File: config.mk
export PLATFORM = sky130hd
export DESIGN_NAME = npu_argmax_stage
export DESIGN_NICKNAME = d
export VERILOG_FILES = /design/src/rtl/npu_argmax_stage.sv
export SDC_FILE = /design/constraint.sdc
export NUM_CORES = 1
export LEC_CHECK = 0
export ABC_AREA = 1
export CELL_PAD_IN_SITES_DETAIL_PLACEMENT = 1
export CELL_PAD_IN_SITES_GLOBAL_PLACEMENT = 1
export CORE_MARGIN = 4
export CORE_UTILIZATION = 35
export DETAILED_ROUTE_END_ITERATION = 10
export GPL_ROUTABILITY_DRIVEN = 0
export PLACE_DENSITY_LB_ADDON = 0.3
export SLEW_MARGIN = 20
export SYNTH_ARGS = -nofsm -noshare
export SYNTH_HDL_FRONTEND = slang
export SYNTH_SLANG_ARGS = --single-unit
File: constraint.sdc
create_clock -name clk -period 1.9 [get_ports clk]
set_input_delay 0.38 -clock clk [delete_from_list [all_inputs] [get_ports clk]]
set_output_delay 0.38 -clock clk [all_outputs]
set_load 0.05 [all_outputs]
File: src/rtl/npu_argmax_stage.sv
// Argmax over one frame of signed dot-product results; the winning index and
// value are held until the consumer takes them.
module npu_argmax_stage #(
  parameter  int NUM_CLASSES = 10,
  parameter  int DATA_W      = 16,
  localparam int IDX_W       = ($clog2(NUM_CLASSES) < 1) ? 1 : $clog2(NUM_CLASSES)
) (
  input  logic                     clk,
  input  logic                     reset,
  input  logic                     flush,
  input  logic                     in_valid,
  input  logic signed [DATA_W-1:0] in_data,
  input  logic                     in_last,
  output logic                     in_ready,
  output logic                     out_valid,
  output logic        [IDX_W-1:0]  out_class,
  output logic signed [DATA_W-1:0] out_max,
  output logic                     out_err,
  input  logic                     out_ready
);

  typedef enum logic [0:0] {
    COLLECT = 1'b0,
    HOLD    = 1'b1
  } state_t;

  localparam logic [IDX_W-1:0] LAST_IDX = IDX_W'(NUM_CLASSES - 1);

  state_t                     r_state;
  logic        [IDX_W-1:0]    r_cnt;
  logic signed [DATA_W-1:0]   r_max;
  logic        [IDX_W-1:0]    r_idx;
  logic        [IDX_W-1:0]    r_outClass;
  logic signed [DATA_W-1:0]   r_outMax;
  logic                       r_outErr;

  logic                       w_accept;
  logic                       w_cntAtEnd;
  logic                       w_frameEnd;
  logic                       w_take;
  logic                       w_lenErr;
  logic signed [DATA_W-1:0]   w_nextMax;
  logic        [IDX_W-1:0]    w_nextIdx;

  assign in_ready  = (r_state == COLLECT);
  assign out_valid = (r_state == HOLD);
  assign out_class = r_outClass;
  assign out_max   = r_outMax;
  assign out_err   = r_outErr;

  // First beat always loads; later beats replace only when strictly greater,
  // so ties keep the lower index.
  assign w_accept   = in_valid && in_ready;
  assign w_cntAtEnd = (r_cnt == LAST_IDX);
  assign w_frameEnd = in_last || w_cntAtEnd;
  assign w_take     = (r_cnt == '0) || (in_data > r_max);
  assign w_nextMax  = w_take ? in_data : r_max;
  assign w_nextIdx  = w_take ? r_cnt : r_idx;
  assign w_lenErr   = in_last ^ w_cntAtEnd;

  always_ff @(posedge clk or negedge reset) begin
    if (!reset) begin
      r_state    <= COLLECT;
      r_cnt      <= '0;
      r_max      <= '0;
      r_idx      <= '0;
      r_outClass <= '0;
      r_outMax   <= '0;
      r_outErr   <= 1'b0;
    end else if (flush) begin
      r_state <= COLLECT;
      r_cnt   <= '0;
    end else begin
      case (r_state)
        COLLECT: begin
          if (w_accept) begin
            r_max <= w_nextMax;
            r_idx <= w_nextIdx;
            if (w_frameEnd) begin
              r_state    <= HOLD;
              r_cnt      <= '0;
              r_outClass <= w_nextIdx;
              r_outMax   <= w_nextMax;
              r_outErr   <= w_lenErr;
            end else begin
              r_cnt <= r_cnt + IDX_W'(1);
            end
          end
        end
        HOLD: begin
          if (out_ready) begin
            r_state <= COLLECT;
          end
        end
        default: begin
          r_state <= COLLECT;
        end
      endcase
    end
  end

endmodule

==> results.cfg <==
[outcome]
outcome = finished, violations left
violations = negative setup slack

[worst_hold_path]
hold_class = in2async

[clocking]
clockRootBuffer = clkbuf_8
cts_tree = done
clkLatencyLatePin_ns = 0.31
htreeDepth = 2
clkTransAtPathRegs_ns = 0.10
cts_max_path_buffers = 2
cts-hold-fix-buffers = 0
cts.sink_count = 46
cts_buffers = 5

[routing]
drt_first_pass_iters = 4
drt_wl_total_mm = 8.96
routed_via_density = 4.98
drt_iter0_drc = 86
detail_route.wl_per_cell_microns = 17.1
vias = 2615
antenna_left = 0
post-route-drc-count = 0

[synth]
synthArstFlopShare = 1.00
synthFlopType = dfrtp_1
synth_seq_cells = 46
yosysTopAreaCell = dfrtp_1
yosys.area_share.adder = 0.0914
synth_seq_area_share = 0.420
syn_area_per_cell_sq_um = 7.87
synthXorXnorAreaFrac = 0.00640
synth_compound_area_frac = 0.0274
synth_mux_area_frac = 0
yosysUniqueCellTypes = 27
synthTopCellsByArea = dfrtp_1 (42%), nand2_1 (16%), nand3_1 (12%)
synth_top_cell_area_share = 0.420
yosys.area_share.simple = 0.357
synth_top_family_by_area = simple AND/OR/NAND/NOR gates
synth_area_sq_mm = 0.00274
synth_edf_count = 0
syn_nets = 390
synthCells = 348
yosysWarnings = 0

[global_route]
grt_max_degree = 47
grt_first_pass_wirelength_mm = 13.4
antenna_found_initial = 0
grt_overflow = 0
grt_pass1_vias = 2735
track_usage = 0.187

[setup_path]
worstSetupEndpointType = register
cp_common_cell = nand3_4
cpPeakStageDelay_ns = 0.38
worstPathArrival_ns = 2.31
critPathLaunchType = register
required_ns = 2.11
path_cells = inv_2 -> ha_4 -> nand4_1 -> nor3_4 -> buf_6 -> nand3_4 -> nand3_4 -> buf_8 -> nand3_1 -> nand3_2 -> nand2_1
crit_path_max_fanout = 7
criticalPathCategory = reg2reg
crit_slowest_cell = dfrtp_1

[final_layout]
final_cell_area_sq_mm = 0.00415
area.growth.synth_to_final_pct = 51.7
layout_common_cells = nand2_1 (99), buf_4 (53), dfrtp_1 (46)
antenna_cells = 0
finalNetCount = 467
post-route-util = 0.561
layout-drive-gt1-share = 0.439
layout_commonest_cell = nand2_1

[floorplanning]
die_y_microns = 96.4
die_x_microns = 96.4
io_pins = 45
start_util = 0.370
die-area_sq_mm = 0.00930
core_area_sq_mm = 0.00741
core.rowCount = 31

[placed_design]
numPortBuffers = 44
placed_area_sq_mm = 0.00342
dpl.hpwl_mm = 5.31

[power]
peakVddDrop_v = 0.000333
p_total_mw = 3.79
power_density_mw_per_mm2 = 913
p_leak_nw = 2.07

[sta]
relSlewSlack = 0.699
fmax_mhz = 475
tightest_slew_ns = 0.451
drv_slew = 0
skew_ns = 0.0122
tns_ns = -6.02
setup_viol = 40
timing_hold_violations_final = 0
hold_slack_ns = 0.0420
rsz0062_at_grt = true
layout_setup_ws_ns = -0.206
fin_crit_ns = 2.11
finalCritPeriodShare = 1.11

[run]
drv_cap = 0
-- power by group --
group / internal (mW) / switching [mW] / total (mW)
logic: 0.722 / 1.16 / 1.88
clock network: 0.295 / 0.359 / 0.654
registers: 1.15 / 0.109 / 1.26
-- per-stage QoR --
stage | setup slack (ns) | std cells
2_1_floorplan | 0.0357 | 348
3_5_place_dp | -0.610 | 506
3_3_place_gp | -0.578 | 506
6_report | -0.206 | 525
5_1_grt | -0.323 | 525
4_1_cts | -0.184 | 518
-- critical path, delay by kind of cell, from the launching register on --
| family | cells | cell delay, ns |
|---|---|---|
| and+or+nand+nor | 7 | 0.97 |
| DFF | 1 | 0.38 |
| buffers and inverters | 3 | 0.37 |
| adders and majority gates | 1 | 0.27 |
-- synth_stat cells, types with 2 or more instances --
master	number
nand2_1	116
nand2_2	2
clkbuf_1	5
buf_4	5
nand3_1	64
nand4_1	3
a21oi_1	5
nand2_4	11
dfrtp_1	46
buf_2	2
ha_1	20
inv_1	44
nor2_1	6
o21ai_0	3
inv_2	4
-- registers in the layout (all words and copies together) (netlist names) --
signal	flops
out_valid	1
r_cnt	4
r_max	16
out_class	4
out_err	1
out_max	16
r_idx	4
-- final timing paths --
| kind | start | end | slack [ns] | cells past startpoint |
|---|---|---|---|---|
| max in group asynchronous | reset | r_max[6] | 1.61 | 2 |
| min in group clk | in_data[12] | r_max[12] | 0.47 | 5 |
| setup / recovery | r_max[9] | r_max[13] | -0.21 | 11 |
| hold / removal | reset | r_max[1] | 0.04 | 2 |
| setup reg to reg | r_max[9] | r_max[13] | -0.21 | 11 |
| hold reg to reg | out_max[11] | out_max[11] | 0.48 | 2 |
-- kinds of logic (layout without fill, tap and decap cells) --
kind of cell,count (synthesis),in the layout
flops,46,46
simple gates,206,206
fa+ha+maj,20,20
xor+xnor,2,2
compound gates,13,13
buf+inv,61,139
-- per-layer routing --
layer / track usage / share of wire / vias up
met3: 0.0271 / 0.033 / 15
met4: 0.0514 / 0.016 / 0
met1: 0.239 / 0.41 / 1298
met5: 0 / 0 / -
li1: - / - / 1253
met2: 0.328 / 0.54 / 49
-- layout make-up --
class,instances,area [sq um]
Inverter,48,183
Timing Repair Buffer,83,741
Sequential cell,46,1150
Tap cell,99,124
Clock inverter,1,5.00
Multi-Input combinational cell,241,1860
Fill cell,870,3260
Clock buffer,7,86.3
-- timing repair --
action | 4_1_cts | 5_1_grt
setup buffers | 4 | 7
gates resized for setup | 48 | 86
pin swaps | 31 | 41
endpoints found under the setup margin | 40 | 40
Note: power is estimated with default switching activity, not from simulation.
